$ cat src/rtl/helical_breath_scheduler.sv
// Round-robin scheduler sharing one helical_nand_cell among N_REQ requesters; optional lockout via HELICAL_SCHED_VIOLATION_LOCK_EN.
// Latency: gnt in cycle t -> rsp_valid in cycle t+5+HOLD_CYCLES (+1 recovery cycle after a violation).
// Backpressure: requests raised while busy simply wait; the eligible set is sampled only when idle.
module helical_breath_scheduler #(
    parameter int N_REQ       = 4,
    parameter int PHASE_BITS  = 3,
    parameter int HOLD_CYCLES = 0
) (
    input  logic                          clk,
    input  logic                          rst,
    input  logic [N_REQ-1:0]              req,
    input  logic [N_REQ-1:0]              req_signal,
    input  logic [N_REQ*PHASE_BITS-1:0]   req_phase,
    input  logic [N_REQ-1:0]              req_admit,
    output logic [N_REQ-1:0]              gnt,
    output logic                          rsp_valid,
    output logic [$clog2(N_REQ)-1:0]      rsp_id,
    output logic                          rsp_signal,
    output logic [PHASE_BITS-1:0]         rsp_phase,
    output logic                          rsp_remainder,
    output logic                          rsp_violation,
    output logic                          busy,
    output logic [N_REQ-1:0]              lock,
    input  logic [N_REQ-1:0]              lock_clr,
    output logic                          cell_rst_n,
    output logic                          cell_signal_in,
    output logic [PHASE_BITS-1:0]         cell_phase_in,
    output logic                          cell_admit,
    output logic                          cell_inhale,
    output logic                          cell_exhale,
    input  logic                          cell_signal_out,
    input  logic [PHASE_BITS-1:0]         cell_phase_out,
    input  logic                          cell_remainder,
    input  logic                          cell_violation
);

    localparam int ID_W = $clog2(N_REQ);

    typedef enum logic [2:0] {
        S_IDLE,
        S_INHALE,
        S_HOLD,
        S_WAIT,
        S_EXHALE,
        S_CAPTURE,
        S_RECOVER
    } state_t;

    state_t                state_q;
    state_t                state_d;
    logic [ID_W-1:0]       last_ptr_q;
    logic [ID_W-1:0]       pick;
    logic                  found;
    logic [N_REQ-1:0]      elig;
    logic [7:0]            wait_cnt_q;
    logic                  op_signal_q;
    logic [PHASE_BITS-1:0] op_phase_q;
    logic                  op_admit_q;
    logic [N_REQ-1:0]      lock_q;

    assign elig = req & ~lock_q;

    // Round-robin search: first eligible index after last_ptr, wrapping mod N_REQ.
    always_comb begin
        pick  = last_ptr_q;
        found = 1'b0;
        for (int k = 1; k <= N_REQ; k++) begin
            int idx;
            idx = int'(last_ptr_q) + k;
            if (idx >= N_REQ) begin
                idx = idx - N_REQ;
            end
            if (!found && elig[idx[ID_W-1:0]]) begin
                found = 1'b1;
                pick  = idx[ID_W-1:0];
            end
        end
    end

    // Next-state and per-state strobes; grant is combinational in the idle cycle.
    always_comb begin
        state_d     = state_q;
        gnt         = '0;
        cell_inhale = 1'b0;
        cell_exhale = 1'b0;
        case (state_q)
            S_IDLE: begin
                if (!rst && found) begin
                    gnt[pick] = 1'b1;
                    state_d   = S_INHALE;
                end
            end
            S_INHALE: begin
                cell_inhale = 1'b1;
                state_d     = S_HOLD;
            end
            S_HOLD: begin
                state_d = (HOLD_CYCLES > 0) ? S_WAIT : S_EXHALE;
            end
            S_WAIT: begin
                if (wait_cnt_q == 8'd1) begin
                    state_d = S_EXHALE;
                end
            end
            S_EXHALE: begin
                cell_exhale = 1'b1;
                state_d     = S_CAPTURE;
            end
            S_CAPTURE: begin
                state_d = cell_violation ? S_RECOVER : S_IDLE;
            end
            S_RECOVER: begin
                state_d = S_IDLE;
            end
            default: begin
                state_d = S_IDLE;
            end
        endcase
    end

    // State register, arbitration pointer, operand latch and hold counter.
    always_ff @(posedge clk) begin
        if (rst) begin
            state_q     <= S_IDLE;
            last_ptr_q  <= ID_W'(N_REQ - 1);
            wait_cnt_q  <= '0;
            op_signal_q <= 1'b0;
            op_phase_q  <= '0;
            op_admit_q  <= 1'b0;
        end else begin
            state_q <= state_d;
            if (state_q == S_IDLE && found) begin
                last_ptr_q  <= pick;
                op_signal_q <= req_signal[pick];
                op_phase_q  <= req_phase[int'(pick)*PHASE_BITS +: PHASE_BITS];
                op_admit_q  <= req_admit[pick];
            end
            if (state_q == S_HOLD) begin
                wait_cnt_q <= 8'(HOLD_CYCLES);
            end else if (state_q == S_WAIT) begin
                wait_cnt_q <= wait_cnt_q - 8'd1;
            end
        end
    end

    // Response capture: cell outputs are sampled in S_CAPTURE and presented for one cycle.
    always_ff @(posedge clk) begin
        if (rst) begin
            rsp_valid     <= 1'b0;
            rsp_id        <= '0;
            rsp_signal    <= 1'b0;
            rsp_phase     <= '0;
            rsp_remainder <= 1'b0;
            rsp_violation <= 1'b0;
        end else begin
            rsp_valid <= (state_q == S_CAPTURE);
            if (state_q == S_CAPTURE) begin
                rsp_id        <= last_ptr_q;
                rsp_signal    <= cell_signal_out;
                rsp_phase     <= cell_phase_out;
                rsp_remainder <= cell_remainder;
                rsp_violation <= cell_violation;
            end
        end
    end

    // Cell reset: low during scheduler reset and for the single S_RECOVER cycle.
    always_ff @(posedge clk) begin
        if (rst) begin
            cell_rst_n <= 1'b0;
        end else begin
            cell_rst_n <= (state_d != S_RECOVER);
        end
    end

`ifdef HELICAL_SCHED_VIOLATION_LOCK_EN
    logic [N_REQ-1:0] lock_set;

    // A violating requester is locked as its response is registered; set beats clear.
    always_comb begin
        lock_set = '0;
        if (state_q == S_CAPTURE && cell_violation) begin
            lock_set[last_ptr_q] = 1'b1;
        end
    end

    // Lockout register: clear applies the cycle after lock_clr is seen.
    always_ff @(posedge clk) begin
        if (rst) begin
            lock_q <= '0;
        end else begin
            lock_q <= (lock_q & ~lock_clr) | lock_set;
        end
    end
`else
    logic unused_lock_clr;

    assign lock_q          = '0;
    assign unused_lock_clr = ^lock_clr;
`endif

    assign lock           = lock_q;
    assign busy           = (state_q != S_IDLE);
    assign cell_signal_in = op_signal_q;
    assign cell_phase_in  = op_phase_q;
    assign cell_admit     = op_admit_q;

endmodule

$ cat config.mk
export PLATFORM = sky130hd
export DESIGN_NAME = helical_breath_scheduler
export DESIGN_NICKNAME = d
export VERILOG_FILES = /design/src/rtl/helical_breath_scheduler.sv
export SDC_FILE = /design/constraint.sdc
export NUM_CORES = 1
export LEC_CHECK = 0
export BUFFER_PORTS_ARGS = -buffer_cell sky130_fd_sc_hd__buf_2
export CAP_MARGIN = 20
export CORE_ASPECT_RATIO = 1.4
export CORE_MARGIN = 2
export CORE_UTILIZATION = 37
export CTS_CLUSTER_DIAMETER = 50
export DETAILED_ROUTE_END_ITERATION = 8
export GPL_ROUTABILITY_DRIVEN = 0
export GPL_TIMING_DRIVEN = 0
export PLACE_DENSITY_LB_ADDON = 0.1
export SLEW_MARGIN = 0
export SYNTH_ARGS = -nofsm -noshare
export SYNTH_HDL_FRONTEND = slang
export SYNTH_SLANG_ARGS = --single-unit
$ cat constraint.sdc
create_clock -name clk -period 2.3 [get_ports clk]
set_clock_uncertainty 0.1 [all_clocks]
set_input_delay 0 -clock clk [delete_from_list [all_inputs] [get_ports clk]]
set_output_delay 0 -clock clk [all_outputs]
set_load 0.01 [all_outputs]
==> metrics.csv, run 1 <==
stage,metric,value,unit
global_routing,antenna_found_initial,0,
cts,worstSkewPairLatency,0.27,ns
power,combinational_share_of_power,33.3,%
timing,final_period_minus_worst_setup_slack,2.20,ns
cts,cts_root_buf,clkbuf_8,
setup_path,cp.required,2.20,ns
die,die_w,57.1,um
die,core-area,3850,sq um
final_layout,final_layout_size_suffix_gt1_share,26.0,%
final_layout,syn2layout_area_growth,37.4,%
synthesis,post_synth_xor_area_fraction,2.99,%
synthesis,yosys.area.top_type_share,38.3,%
die,floorplan.initialDensity,38.0,%
cts,clkTransAtPathRegs,0.09,ns
setup_path,critical_path.endpoint_type,output pin,
synthesis,synth_top_family_by_area,compound AO/OA/AOI/OAI gates,
synthesis,netlist_top_cells_area,"dfxtp_1, nor2_1, a211oi_1",
timing,timing_hold_violations_final,0,
power,ir_worst_vdd,383,uV
die,dieArea,4480,sq um
synthesis,postSynthCellCount,178,
timing,timing.slew.headroom,55.1,%
status,run_status,"complete, no violations",
power,seq_power_share,43.8,%
power,netSwitchingPower,0.437,mW
final_layout,finish.cell_count_without_fillers,297,
cts,h-tree-depth,1,
power,p_total,1.33,mW
routing,detailroute.via_count,1473,
die,die_y,78.4,um
setup_path,crit_path_start_kind,register,
cts,cts_made_buffers,3,
setup_path,regToRegStartpoint,last_ptr_q[0],
synthesis,synth_top_cell_by_area,dfxtp_1,
synthesis,fraction_of_the_mapped_netlist_area_in_adder_cells,1.71,%
global_routing,gr-usage-met3,2.47,%
placement,detailedPlacementHpwl,2600,um
setup_path,critical_path.max_fanout,8,
global_routing,grt_pass1_vias,1463,
routing,drc,0,
cts,cts.sinks,28,
timing,final_critical_path_setup_slack,0.101,ns
min_path,hold_path_startpoint,req_phase[5],
power,power_report.internal_total,0.893,mW
synthesis,synth.yosys.seq_area_share,38.3,%
setup_path,worstSetupStartpoint,state_q[2],
routing,post_drt_wl_per_cell,12.0,um
placement,portBuffers,53,
synthesis,yosysUniqueCellTypes,42,
timing,timing_worst_slew_pin_value,0.674,ns
power,p_leak,0.905,nW
final_layout,post_route_cell_area,2010,sq um
synthesis,synth-simple-area-share,24.0,%
timing,min_period_over_period,95.6,%
placement,dp_slack,0.349,ns
global_routing,overflow,0,
global_routing,global_route_wire_length_before_repair,6100,um
die,ioPinCount,62,
placement,cell_area_after_placement,1790,sq um
timing,unrepaired_setup_endpoints_after_global_routing,false,
final_layout,antennaDiodeCount,0,
setup_path,worst_ep_arrival_time,2.10,ns
placement,post-place-cells,277,
routing,drtIter0Drc,34,
synthesis,synth-compound-area-share,25.6,%
global_routing,gr-max-usage-layer,met2,
global_routing,grt_util_met2,32.0,%
power,power.share.switching,32.8,%
cts,post-cts-setup-buffers,0,
global_routing,met1_usage,18.0,%
global_routing,grt_max_degree,16,
power,powerDensity,661,nW/um^2
routing,totalWireLength,3550,um
synthesis,mappedNetlistArea,1460,sq um
final_layout,final_net_count,293,
final_layout,final_cell_mix,"buf_2, dfxtp_1, nor2_1",
min_path,min_path_type,in -> reg,
die,placementRows,27,
synthesis,warning_count_from_the_yosys_run,0,
timing,timing.setup.tns,0,ns
routing,via_per_inst,4.96,
setup_path,critPathKind,reg -> out,
cts,cts_tree,built,
timing,highest_attainable_clock_frequency,0.455,GHz
cts,cts_max_path_buffers,2,
synthesis,muxShareOfSynthArea,0.684,%
synthesis,avgSynthCellArea,8.22,sq um
job,max-cap-violations,0,
synthesis,synth.ff_latch_count,28,
timing,timing.final.setup_violations,0,
final_layout,most_common_cell_after_layout_fill_and_taps_aside,buf_2,
routing,detail_route.first_pass.iterations,4,
global_routing,globalRouteTotalUtil,16.5,%
routing,ant_nets,0,
timing,drv_slew,0,
power,power.share.clock,22.9,%
## area by class of cell
cell class              instances  area (sq um)
fillers                       375          1840
multi-input cells             134           818
flip-flops and latches         28           562
repair buffers                 69           425
plain buffers                  12          68.8
clock buffers                   4          55.1
well taps                      43          53.8
inverters                       7          26.3
## cells by family after synthesis
family | after synthesis
other | 1
buffers and inverters | 19
XOR/XNOR | 5
flip-flops | 28
multiplexers | 1
AND/OR/NAND/NOR | 69
adder cells (fa/ha/maj) | 2
AO/OA/AOI/OAI | 53
## flip-flops by register name (all words and copies together) (netlist names)
signal and count:
wait_cnt_q 8, cell_phase_in 3, rsp_phase 3, state_q 3
last_ptr_q 2, rsp_id 2, cell_admit 1, cell_rst_n 1
cell_signal_in 1, rsp_remainder 1, rsp_signal 1, rsp_valid 1
rsp_violation 1
## through the flow
step	utilization, %	hold slack [ns]
global route	52.2	0.0284
finish	52.2	0.00429
detailed placement	46.6	0.132
global placement	46.6	0.129
CTS	52.1	0.0123
floorplan	-	-0.00809
## Yosys cell counts (all sizes together)
cell type,n
a2bb2oi,1
a21oi,13
and3,1
nor4,2
or2,1
a31oi,2
o21bai,1
a221oi,1
or4,1
o211ai,1
o21ai,2
dfxtp,28
nor3b,3
a211oi,10
a21boi,10
nor2b,3
inv,7
a21o,2
o31ai,5
o21a,1
or3,3
xnor2,3
clkbuf,6
nor2,23
nand2,15
o211a,1
nand3b,6
mux2i,1
xor2,2
nor3,2
a221o,1
conb,1
nand4b,1
ha,2
buf,6
nand3,3
a211o,2
nand2b,5
## power groups by stage
stage,sequential (mW),clock [mW],combinational (mW)
finish,0.582,0.305,0.443
global placement,0.592,0,0.426
floorplan,0.599,0,0.278
detailed placement,0.592,0,0.425
global route,0.591,0.332,0.499
CTS,0.582,0.311,0.448
## critical path, cell delays in order (launching register included)
cell	delay [ns]
dfxtp_2	0.37
or3_4	0.40
a21o_1	0.16
or2_1	0.21
buf_6	0.14
or3_1	0.32
nor2_1	0.09
buf_2	0.13
## routing by layer
metal / share of wire, % / wire (um)
met1: 42 / 1500
met2: 52 / 1840
met3: 4.7 / 166
met4: 1.4 / 48
met5: 0 / 0
## path summary, 6_finish.rpt
check	slack (ns)	depth (start not counted)	end
hold reg to reg	0.35	2	rsp_signal
setup / recovery	0.10	7	gnt[0]
setup reg to reg	0.34	5	last_ptr_q[0]
hold / removal	0.004	3	cell_phase_in[2]
## timing repair
item / CTS / global route
resized for setup: 0 / 1
hold buffers: 16 / 0
setup endpoints to repair: 0 / 2
hold endpoints to repair: 13 / 0
No activity file was read; power rests on OpenSTA's default activity.
==> run 2: changes to the inputs <==
--- a/config.mk
+++ b/config.mk
@@ -14,6 +14,7 @@
 export DETAILED_ROUTE_END_ITERATION = 8
 export GPL_ROUTABILITY_DRIVEN = 0
 export GPL_TIMING_DRIVEN = 0
+export HOLD_SLACK_MARGIN = 0.06
 export PLACE_DENSITY_LB_ADDON = 0.1
 export SLEW_MARGIN = 0
 export SYNTH_ARGS = -nofsm -noshare
==> metrics.csv, run 2 (same netlist as run 1, synthesis figures left out) <==
stage,metric,value,unit,change
placement,portBuffers,53,,unchanged
timing,drv_slew,0,,unchanged
global_routing,globalRouteTotalUtil,16.6,%,+0.067 points
setup_path,crit_path_cell_trace,or3_4 -> a21o_1 -> or2_1 -> buf_6 -> or3_1 -> nor2_1 -> buf_2,,
die,floorplan.initialDensity,38.0,%,unchanged
min_path,min_delay_path_depth,4,,+1
setup_path,ff2ff_path_depth,5,,unchanged
cts,cts_root_buf,clkbuf_8,,
setup_path,critical_path.max_stage_delay,0.40,ns,about the same
routing,detailroute.via_count,1479,,+0.41%
power,ir_worst_vdd,383,uV,about the same
global_routing,overflow,0,,unchanged
routing,ant_nets,0,,unchanged
global_routing,antenna_found_initial,0,,unchanged
routing,via_per_inst,4.96,,about the same
cts,h-tree-depth,1,,unchanged
setup_path,crit_path_start_kind,register,,
routing,drc,0,,unchanged
setup_path,worst_ep_arrival_time,2.10,ns,about the same
final_layout,largest_reg_flops,8,,unchanged
die,die_w,57.1,um,unchanged
min_path,min_path_type,in -> reg,,
setup_path,top_delay_family_on_crit_path,simple AND/OR/NAND/NOR gates,,
global_routing,grt_pass1_vias,1471,,+0.55%
timing,final_period_minus_worst_setup_slack,2.20,ns,+0.000478 ns
power,p_leak,0.909,nW,+0.46%
final_layout,final_layout_size_suffix_gt1_share,25.9,%,-0.10 points
routing,drtIter0Drc,33,,-2.9%
timing,post_route_hold_slack,0.120,ns,+0.116 ns
timing,timing_hold_violations_final,0,,unchanged
final_layout,multiInputGateArea,818,sq um,unchanged
power,p_total,1.33,mW,about the same
job,max-cap-violations,0,,unchanged
global_routing,global_route_wire_length_before_repair,6130,um,+0.46%
final_layout,top_register,wait_cnt_q,,
timing,timing.final.setup_violations,0,,unchanged
die,core-area,3850,sq um,unchanged
cts,post-cts-setup-buffers,0,,unchanged
status,run_status,"complete, no violations",,
setup_path,critical_path.endpoint_type,output pin,,
final_layout,final_cell_mix,"buf_2, dfxtp_1, nor2_1",,
final_layout,most_common_cell_after_layout_fill_and_taps_aside,buf_2,,
die,dieArea,4480,sq um,unchanged
power,powerDensity,659,nW/um^2,-0.41%
cts,cts_tree,built,,
final_layout,antennaDiodeCount,0,,unchanged
routing,detail_route.first_pass.iterations,4,,unchanged
cts,cts_max_path_buffers,2,,unchanged
timing,unrepaired_setup_endpoints_after_global_routing,false,,
die,ioPinCount,62,,unchanged
routing,totalWireLength,3560,um,+0.25%
cts,cts.sinks,28,,unchanged
die,die_y,78.4,um,unchanged
cts,clkTransAtPathRegs,0.09,ns,about the same
global_routing,grt_max_degree,16,,unchanged
final_layout,ff_latch_area,562,sq um,unchanged
routing,post_drt_wl_per_cell,11.9,um,about the same
timing,timing.slew.headroom,55.1,%,about the same
placement,detailedPlacementHpwl,2600,um,unchanged
timing,highest_attainable_clock_frequency,0.455,GHz,about the same
setup_path,critical-path-slowest-cell,or3_4,,
setup_path,cp.depth,7,,unchanged
setup_path,critical_path.max_fanout,8,,unchanged
final_layout,nFillCells,372,,-0.80%
die,placementRows,27,,unchanged
cts,worstSkewPairLatency,0.27,ns,about the same
final_layout,syn2layout_area_growth,38.1,%,
final_layout,final_net_count,294,,+0.34%
timing,timing_worst_slew_pin_value,0.674,ns,-0.000231 ns
timing,timing.setup.tns,0,ns,unchanged
cts,cts_made_buffers,3,,unchanged
setup_path,cp.required,2.20,ns,about the same
timing,min_period_over_period,95.6,%,about the same
setup_path,critPathKind,reg -> out,,
setup_path,number_of_buffer_and_inverter_stages_on_the_critical_path,2,,unchanged
run 2: cell types whose count changed in the layout (fill, tap and decap cells not counted), sizes merged:
cell | before | now
dlygate4sd3 | 16 | 17
run 2: repair_timing:
item | 4_1_cts | 5_1_grt
hold buffers | 17 | 0
resized for setup | 0 | 1
setup endpoints to repair | 0 | 2
endpoints found under the hold margin | 14 | 0
run 2: worst paths after layout:
kind,endpoint,start,slack (ns)
worst min register to register,rsp_signal,rsp_signal,0.35
worst max-delay path,gnt[0],state_q[2],0.10
worst min-delay path,cell_phase_in[0],req_phase[6],0.12
worst max register to register,last_ptr_q[0],last_ptr_q[0],0.34
run 2: worst reg2reg max path: cells and delay by family, from the launching register on:
family / cells / cell delay [ns]
AO/OA/AOI/OAI: 3 / 1.08
flip-flops: 1 / 0.44
AND/OR/NAND/NOR: 2 / 0.24
run 2: report_power, final:
part / leakage, nW / switching [mW] / internal (mW)
Sequential: 0.229 / 0.0443 / 0.537
Clock: 0.0288 / 0.151 / 0.153
Combinational: 0.651 / 0.241 / 0.203
Total: 0.909 / 0.437 / 0.894
run 2: final cells by class:
class / instances / area share (%)
flip-flops and latches: 28 / 27.8
multi-input cells: 134 / 40.5
plain buffers: 12 / 3.41
clock buffers: 4 / 2.73
well taps: 43 / 2.66
inverters: 7 / 1.30
repair buffers: 70 / 21.6
run 2: stage by stage:
step                instance area, sq um  setup WS, ns  util (%)  cells
CTS                                 2020        0.0525      52.4    298
detailed placement                  1790         0.349      46.6    277
floorplan                           1470         0.438         -    181
finish                              2020         0.100      52.4    298
global route                        2020       0.00165      52.4    298
global placement                    1790         0.352      46.6    277
run 2: routing by layer:
metal  wire (um)  up-vias  global-route usage [%]
met5           0        -                       0
met4          48        0                    4.88
met3         168        4                    2.47
met2        1850       46                    32.2
met1        1490      654                    18.0
li1            -      775                       -
